<file path="config.mk">
export PLATFORM = sky130hd
export DESIGN_NAME = barrel_thread_sched
export DESIGN_NICKNAME = d
export VERILOG_FILES = /design/src/rtl/barrel_thread_sched.sv
export SDC_FILE = /design/constraint.sdc
export NUM_CORES = 1
export LEC_CHECK = 0
export CORE_MARGIN = 2
export CORE_UTILIZATION = 50
export CTS_CLUSTER_DIAMETER = 50
export DETAILED_ROUTE_END_ITERATION = 8
export PLACE_DENSITY_LB_ADDON = 0.3
export SLEW_MARGIN = 20
export SYNTH_ARGS = -nofsm -noshare
export SYNTH_HDL_FRONTEND = slang
export SYNTH_SLANG_ARGS = --single-unit
</file>
<file path="constraint.sdc">
create_clock -name clk -period 6.2 [get_ports clk]
set_input_delay 1.24 -clock clk [delete_from_list [all_inputs] [get_ports clk]]
set_output_delay 1.24 -clock clk [all_outputs]
set_load 0.02 [all_outputs]
</file>
<file path="src/rtl/barrel_thread_sched.sv">
// barrel_thread_sched: round-robin hardware-thread scheduler with per-thread PC file and issue gap
module barrel_thread_sched #(
    parameter int NUM_THREADS = 8,
    parameter int BITS_THREADS = (NUM_THREADS > 1) ? $clog2(NUM_THREADS) : 1,
    parameter int ADDRESS_WIDTH = 32,
    parameter int ISSUE_GAP = 5,
    parameter logic [ADDRESS_WIDTH-1:0] RESET_PC = '0,
    parameter logic [ADDRESS_WIDTH-1:0] PC_STRIDE = '0,
    parameter logic [NUM_THREADS-1:0] RESET_MASK = {NUM_THREADS{1'b1}}
) (
    input  logic                     clk,
    input  logic                     rst,
    input  logic                     stall,
    input  logic                     start_valid,
    input  logic [BITS_THREADS-1:0]  start_tid,
    input  logic [ADDRESS_WIDTH-1:0] start_pc,
    input  logic                     stop_valid,
    input  logic [BITS_THREADS-1:0]  stop_tid,
    input  logic                     redirect_valid,
    input  logic [BITS_THREADS-1:0]  redirect_tid,
    input  logic [ADDRESS_WIDTH-1:0] redirect_pc,
    output logic                     issue_valid,
    output logic [BITS_THREADS-1:0]  issue_tid,
    output logic [ADDRESS_WIDTH-1:0] issue_pc,
    output logic [ADDRESS_WIDTH-1:0] issue_pc_plus4,
    output logic [NUM_THREADS-1:0]   active_mask,
    output logic                     idle
);
    localparam int GW = (ISSUE_GAP > 1) ? $clog2(ISSUE_GAP) : 1;
    localparam logic [GW-1:0] GAP_LOAD = GW'(ISSUE_GAP - 1);

    logic [ADDRESS_WIDTH-1:0] pc_q [NUM_THREADS];
    logic [ADDRESS_WIDTH-1:0] pc_d [NUM_THREADS];
    logic [GW-1:0]            gap_q [NUM_THREADS];
    logic [GW-1:0]            gap_d [NUM_THREADS];
    logic [NUM_THREADS-1:0]   active_q, active_d;
    logic                     idle_q, idle_d;
    logic [BITS_THREADS-1:0]  ptr_q, ptr_d;
    logic                     issue_valid_q, issue_valid_d;
    logic [BITS_THREADS-1:0]  issue_tid_q, issue_tid_d;
    logic [ADDRESS_WIDTH-1:0] issue_pc_q, issue_pc_d;
    logic [ADDRESS_WIDTH-1:0] issue_pc_plus4_q, issue_pc_plus4_d;
    logic [NUM_THREADS-1:0]   elig;
    logic                     sel_valid;
    logic [BITS_THREADS-1:0]  sel_tid;
    logic                     go;

    // eligibility: active and no instruction of this thread still in flight
    always_comb begin
        for (int t = 0; t < NUM_THREADS; t++) elig[t] = active_q[t] && (gap_q[t] == '0);
    end

    // round-robin pick: first eligible tid after the last issued one, wrapping at NUM_THREADS-1
    always_comb begin
        sel_valid = 1'b0;
        sel_tid = '0;
        for (int i = 1; i <= NUM_THREADS; i++) begin
            if (!sel_valid && elig[(int'(ptr_q) + i) % NUM_THREADS]) begin
                sel_valid = 1'b1;
                sel_tid = BITS_THREADS'((int'(ptr_q) + i) % NUM_THREADS);
            end
        end
    end

    // next state: issue registers, rotation, gap countdown, PC file and control updates
    always_comb begin
        go = !stall && sel_valid;
        issue_valid_d = stall ? issue_valid_q : sel_valid;
        issue_tid_d = go ? sel_tid : issue_tid_q;
        issue_pc_d = go ? pc_q[sel_tid] : issue_pc_q;
        issue_pc_plus4_d = go ? pc_q[sel_tid] + ADDRESS_WIDTH'(4) : issue_pc_plus4_q;
        ptr_d = go ? sel_tid : ptr_q;
        for (int t = 0; t < NUM_THREADS; t++) begin
            gap_d[t] = stall ? gap_q[t] :
                       (go && sel_tid == BITS_THREADS'(t)) ? GAP_LOAD :
                       (gap_q[t] != '0) ? gap_q[t] - GW'(1) : gap_q[t];
            pc_d[t] = (start_valid && start_tid == BITS_THREADS'(t)) ? start_pc :
                      (redirect_valid && redirect_tid == BITS_THREADS'(t)) ? redirect_pc :
                      (go && sel_tid == BITS_THREADS'(t)) ? pc_q[t] + ADDRESS_WIDTH'(4) : pc_q[t];
            active_d[t] = (stop_valid && stop_tid == BITS_THREADS'(t)) ? 1'b0 :
                          (start_valid && start_tid == BITS_THREADS'(t)) ? 1'b1 : active_q[t];
        end
        idle_d = (active_d == '0);
    end

    // state registers with synchronous reset to the per-thread reset PCs and mask
    always_ff @(posedge clk) begin
        if (rst) begin
            for (int t = 0; t < NUM_THREADS; t++) begin
                pc_q[t] <= RESET_PC + ADDRESS_WIDTH'(t) * PC_STRIDE;
                gap_q[t] <= '0;
            end
            active_q <= RESET_MASK;
            idle_q <= (RESET_MASK == '0);
            ptr_q <= BITS_THREADS'(NUM_THREADS - 1);
            issue_valid_q <= 1'b0;
            issue_tid_q <= '0;
            issue_pc_q <= '0;
            issue_pc_plus4_q <= '0;
        end else begin
            pc_q <= pc_d;
            gap_q <= gap_d;
            active_q <= active_d;
            idle_q <= idle_d;
            ptr_q <= ptr_d;
            issue_valid_q <= issue_valid_d;
            issue_tid_q <= issue_tid_d;
            issue_pc_q <= issue_pc_d;
            issue_pc_plus4_q <= issue_pc_plus4_d;
        end
    end

    assign issue_valid = issue_valid_q;
    assign issue_tid = issue_tid_q;
    assign issue_pc = issue_pc_q;
    assign issue_pc_plus4 = issue_pc_plus4_q;
    assign active_mask = active_q;
    assign idle = idle_q;
endmodule
</file>
# --- Word level (Yosys, flattened, before mapping) ---
# Cells that the tools add are included.
word_totals:
  reg_bits: 360
  in_bits: 79
  out_inout_bits: 77
  elab_cells: 303
classes:
  n_addsub: 25
  order_cmp: 9
  n_eq_ne: 28
  mux: 99
  n_bitwise: 10
  reduce_logical: 109
op_table:
  columns: ["operator", "n"]
  rows:
  - ["2-to-1 mux 32 bit", 26]
  - ["adder 32 x 3 -> 32 bit (second input constant)", 9]
  - ["binary-select mux 32 bit (select 3 bit)", 1]
  - ["2-to-1 mux 3 bit", 24]
  - ["equality test 3 bit (second input constant)", 16]
  - ["logical AND 1 bit", 48]
  - ["nonzero test 3 bit", 16]
  - ["less-than comparator 4 x 5 -> 1 bit (second input constant)", 8]
  - ["2-to-1 mux 1 bit", 40]
  - ["zero test 3 bit", 12]
  - ["binary-select mux 1 bit (select 3 bit)", 8]
  - ["equality test 3 x 2 -> 1 bit (second input constant)", 8]
  - ["OR reduction 3 bit", 8]
  - ["subtractor 3 x 1 -> 3 bit (second input constant)", 8]
  - ["AND reduction 2 bit", 8]
  - ["nonzero test 2 bit", 8]
  - ["adder 3 bit (second input constant)", 4]
  - ["equality test 3 x 1 -> 1 bit (second input constant)", 4]
  - ["bitwise AND 1 bit (first input constant)", 8]
  - ["zero test 1 bit", 8]
  - ["zero test 8 bit", 1]
  - ["adder 3 x 1 -> 3 bit (second input constant)", 2]
  - ["adder 3 x 2 -> 3 bit (second input constant)", 2]
  - ["greater-or-equal comparator 4 bit (second input constant)", 1]
  - ["other kinds (2)", 2]

# --- Logic depth before layout (Yosys ltp) ---
depth:
  ltp_word: 33
  mapped_depth: 25
  mapped_depth_nobuf: 16

# --- Worst setup path after synthesis ---
# OpenSTA, ideal clock, no wires.
synth_path:
  path_type: "flip-flop to flip-flop"
  start: "register ptr_q[1]"
  end: "register issue_pc_plus4_q[24], in the netlist issue_pc_plus4[24]"
  setup_time_ns: 0.122
  arrival_ns: 5.316
  t_required_ns: 6.078
  setup_slack_ns: 0.762
  path_stages_with_launch: 24
  path_buffers: 9
  synth_period_minus_slack_ns: 5.438
  path_cell_list: "dfxtp_1 -> clkbuf_1 -> buf_2 -> inv_1 -> ha_1 -> buf_4 -> buf_4 -> a2111oi_0 -> a221o_1 -> nand4b_4 -> nor3_1 -> and3_1 -> or2_1 -> buf_4 -> buf_6 -> buf_4 -> buf_6 -> clkbuf_1 -> mux2i_1 -> ha_1 -> o211a_1 -> nand3_1 -> o311a_1 -> a311o_1"
synth_via:
  elab_chain_cells: 31
  word_cells_on_any_way: 68
  classes_between: "add/sub (9); mux (43); bitwise (1); reduce/logical (15)"
synth_lines:
  columns: ["item", "line", "source"]
  rows:
  - ["from (decl)", "38", "logic [BITS_THREADS-1:0] ptr_q, ptr_d;"]
  - ["from (signal assigned)", "95", "ptr_q <= BITS_THREADS'(NUM_THREADS - 1);"]
  - ["from (signal assigned)", "105", "ptr_q <= ptr_d;"]
  - ["adder 3 x 1 -> 3 bit", "58, 60", null]
  - ["binary-select mux 1 bit (select 3 bit)", "58", "if (!sel_valid && elig[(int'(ptr_q) + i) % NUM_THREADS]) begin"]
  - ["2-to-1 mux 1 bit (not written as such) (2 in series)", "58", null]
  - ["2-to-1 mux 1 bit", "58", null]
  - ["zero test 1 bit", "58", null]
  - ["logical AND 1 bit", "58", null]
  - ["2-to-1 mux 1 bit", "58", null]
  - ["zero test 1 bit", "58", null]
  - ["[13 not listed]", null, null]
  - ["2-to-1 mux 1 bit", "58", null]
  - ["zero test 1 bit", "58", null]
  - ["logical AND 1 bit", "58", null]
  - ["2-to-1 mux 3 bit", "58", null]
  - ["inverter 3 -> 4 bit (not written as such)", "71", "issue_pc_plus4_d = go ? pc_q[sel_tid] + ADDRESS_WIDTH'(4) : issue_pc_plus4_q;"]
  - ["binary-select mux 32 bit (select 3 bit)", "71", null]
  - ["2-to-1 mux 32 bit (not written as such) (2 in series)", "71", null]
  - ["adder 32 x 3 -> 32 bit", "71", null]
  - ["to (signal assigned)", "109", "issue_pc_plus4_q <= issue_pc_plus4_d;"]
  - ["to (decl)", "42", "logic [ADDRESS_WIDTH-1:0] issue_pc_plus4_q, issue_pc_plus4_d;"]
# Several ways; a longest one is shown, not always the timed one. The select of a mux whose other input is x is not followed.
# A chain may end at the register's enable or synchronous reset.

# --- Worst setup path after layout ---
layout_path:
  start: "register ptr_q[1]"
  end: "register issue_pc_plus4_q[25], in the netlist issue_pc_plus4[25]"
# The elaborated chain is that of the path after synthesis.

==> metrics.yaml <==
drt:
  post-route-drc-count: 0
  drt_pass1_iterations: 6
  ant_nets: 0
  wirelength_um: 91500
  drt-initial-drc-count: 3226
  vias: 26072
  wl_per_cell_um: 22.1
  vias_per_cell: 6.29
clock_tree:
  clk_path_buf_depth: 3
  cts_tree: "done"
  cts_sinks: 358
  cts-resized-gates: 0
  htreeDepth: 2
  cts_setup_buffers: 0
  insertion_delay_ns: 0.61
  numCtsBuffers: 49
  clk_pin_slew_ns: 0.06
  cts_root_buffer: "clkbuf_16"
  cts_hold_buf: 0
worst_setup_path:
  r2r-start: "ptr_q[1]"
  worstPathArrival_ns: 6.28
  path_cells: "buf_4, ha_1, xnor2_1, mux4_2, a221o_1, nand4b_4, or3b_1, nand3_4, buf_12, mux2i_1, mux2i_1, mux2i_1, buf_4, or3b_1, or2_1, o311a_1, a311o_1"
  r2r_end: "issue_pc_plus4[25]"
  required_ns: 6.70
  cp_common_cell: "mux2i_1"
  cp.depth: 17
  critPathKind: "flop to flop"
  rr_worst_depth: 17
  cp_num_buf_inv: 3
  path_max_fanout: 53
  critPathLaunchType: "flop"
  worst-r2r-setup-slack_ns: 0.41
  slowest_stage: "xnor2_1"
  cpLargestDelayFamily: "simple AND/OR/NAND/NOR gates"
  max_stage_delay_ns: 0.61
  endpoint_kind: "flop"
synthesis:
  synth_nets: 3595
  synth-seq-cells: 358
  synth_edf_count: 0
  yosys_warnings: 0
  avgSynthCellArea_um2: 7.42
  synth.distinct_cells: 82
  ys_seq_area_share_pct: 27.7
  postSynthCellCount: 3489
  async_flop_share_pct: 0
  ys.flop_type: "dfxtp_1"
  syn_area_mm2: 0.0259
cells_and_area:
  layout.cells.non_filler: 4147
  final_util_pct: 56.8
  fill_cells: 4812
  final_nets: 3532
  syn2layout_area_growth_pct: 12.6
  drive_above_1_share_pct: 6.64
sta:
  setup-tns-final_ns: 0
  finalSetupViolCount: 0
  fin_hold_ws_ns: 0.450
  slew_violations: 0
  fmax_mhz: 173
  maxSlewHeadroom_pct: 28.1
  worstMarginPinSlew_ns: 1.08
  hold_viol: 0
  rsz0062_at_grt: "no"
  fin_crit_sh_pct: 93.3
  finClkSkew_ns: 0.0370
  period_needed_ns: 5.79
floorplan:
  core_mm2: 0.0513
  dieArea_mm2: 0.0536
  initial_utilization_pct: 50.5
  core.rowCount: 83
  die_h_um: 232
  top_level_ports: 156
  die_w_um: 232
worst_hold_path:
  worstHoldEndpoint: "issue_pc_plus4[9]"
  min_path_cells: 2
  hp-class: "flop to flop"
  hold_start: "issue_pc_plus4[9]"
pwr:
  total_power_mw: 20.3
  power.density_mw_per_mm2: 696
  ir_worst_vdd_v: 0.000696
  p_leak_nw: 10.1
placement:
  dp_cells: 4055
  gp_congestion: 0.979
  dp_hpwl_um: 63500
  port_buffers: 155
run_status:
  status: "complete, no violations"
grt:
  first_global_vias: 22335
  grt_pass1_wl_um: 138000
  grt_usage_pct: 32.9
  grt_overflow: 0
  antenna_found_initial: 6
  grt_max_degree: 142
run:
  maxCapViolations: 0
[layout by cell type (no fill, tap or decap), types with 7 or more instances in the layout]
master	Yosys	layout
o22ai_1	12	12
mux2i_1	182	182
mux4_2	13	13
o21ai_0	39	39
o31ai_1	8	8
nand2_1	224	221
dfxtp_1	358	358
and3b_1	8	8
nand4_1	47	47
a22oi_1	15	15
xnor2_1	94	94
nand3b_1	13	13
o211ai_1	17	17
clkdlybuf4s50_1	0	154
clkbuf_1	206	8
a211oi_1	481	481
nand3_1	111	104
nand2b_1	17	17
nor2b_1	21	21
a21oi_1	318	317
and2_1	11	11
or3_1	8	8
and4_1	9	9
buf_4	24	72
nand3_2	0	7
ha_1	27	27
nor3_1	45	43
nor4_1	10	10
inv_6	0	8
mux2_2	18	18
nor2_1	677	670
clkbuf_16	0	49
inv_1	42	42
a21o_1	10	10
or2_2	7	8
xor2_1	147	147
and3_1	67	66
[worst min-delay path, stage by stage, from the launching register on]
cell and delay [ns]:
dfxtp_1 0.31, nand2_1 0.05, a21oi_1 0.05
[cells by family after synthesis]
family / synth area share, %
buffers and inverters: 6.55
AND/OR/NAND/NOR: 22.5
XOR/XNOR: 8.26
multiplexers: 9.12
adder cells (fa/ha/maj): 1.30
AO/OA/AOI/OAI: 24.6
flip-flops: 27.7
[final cells by class]
cell class	instances	area [um2]	area share [%]
antenna	4	10.0	0.0343
inverter	42	158	0.541
sequential	358	7170	24.6
clock buffer	63	1340	4.59
timing repair buffer	231	2180	7.47
tap	680	851	2.92
clock inverter	25	283	0.970
multi-input combinational	2744	17200	58.9
[power breakdown]
| part | leakage [nW] | switching, mW | internal (mW) |
|---|---|---|---|
| clock network | 0.793 | 1.17 | 1.71 |
| registers | 2.93 | 1.12 | 3.16 |
| logic | 6.42 | 8.03 | 5.08 |
| total | 10.1 | 10.3 | 9.95 |
[worst max path at each step]
stage / startpoint / endpoint / slack, ns
floorplan: ptr_q[1] / issue_pc_plus4[24] / 0.76
global placement: ptr_q[1] / issue_pc_plus4[25] / 0.57
detailed placement: ptr_q[1] / issue_pc_plus4[25] / 0.52
CTS: ptr_q[1] / issue_pc_plus4[25] / 0.52
global route: ptr_q[1] / issue_pc_plus4[25] / 0.21
finish: ptr_q[1] / issue_pc_plus4[25] / 0.41
[flip-flops by register name (all words and copies together) (netlist names)]
signal / count
active_mask: 8
idle: 1
ptr_q: 3
pc_q: 256
issue_pc_plus4: 32
issue_valid: 1
issue_pc: 30
gap_q: 24
issue_tid: 3
[metal layers]
layer  wire, um  up-vias  track usage [%]
met4       3350        4             12.7
met3       9290      200             6.62
met2      39100     1275             48.3
met1      39800    12182             47.2
li1           -    12411                -
met5         23        -                0
[through the flow]
stage	worst slack [ns]	cell area, um2
detailed placement	0.524	27500
global placement	0.566	27500
CTS	0.519	29100
finish	0.415	29100
global route	0.209	29100
floorplan	0.762	25900
[cell usage after synthesis (all sizes together), types with 9 or more instances]
cell type | instances | area share [%]
buf | 138 | 2.9
nand4 | 47 | 1.1
nand2b | 17 | 0.41
a21o | 10 | 0.29
nor2 | 677 | 9.8
dfxtp | 358 | 28
nand3b | 13 | 0.38
and2 | 11 | 0.27
a22oi | 15 | 0.43
xor2 | 147 | 5.0
a211oi | 481 | 14
a21oi | 318 | 6.1
and4 | 9 | 0.30
mux2 | 21 | 0.96
nor3 | 45 | 0.87
nor4 | 10 | 0.24
nand3 | 112 | 2.2
mux4 | 13 | 1.1
clkbuf | 207 | 3.0
xnor2 | 95 | 3.3
mux2i | 182 | 7.0
o211ai | 17 | 0.49
o22ai | 12 | 0.29
nand2 | 224 | 3.2
nor2b | 21 | 0.51
or2 | 10 | 0.24
inv | 42 | 0.61
o21ai | 43 | 0.85
and3 | 67 | 1.6
ha | 27 | 1.3
Power figures use the tool's default switching activity.
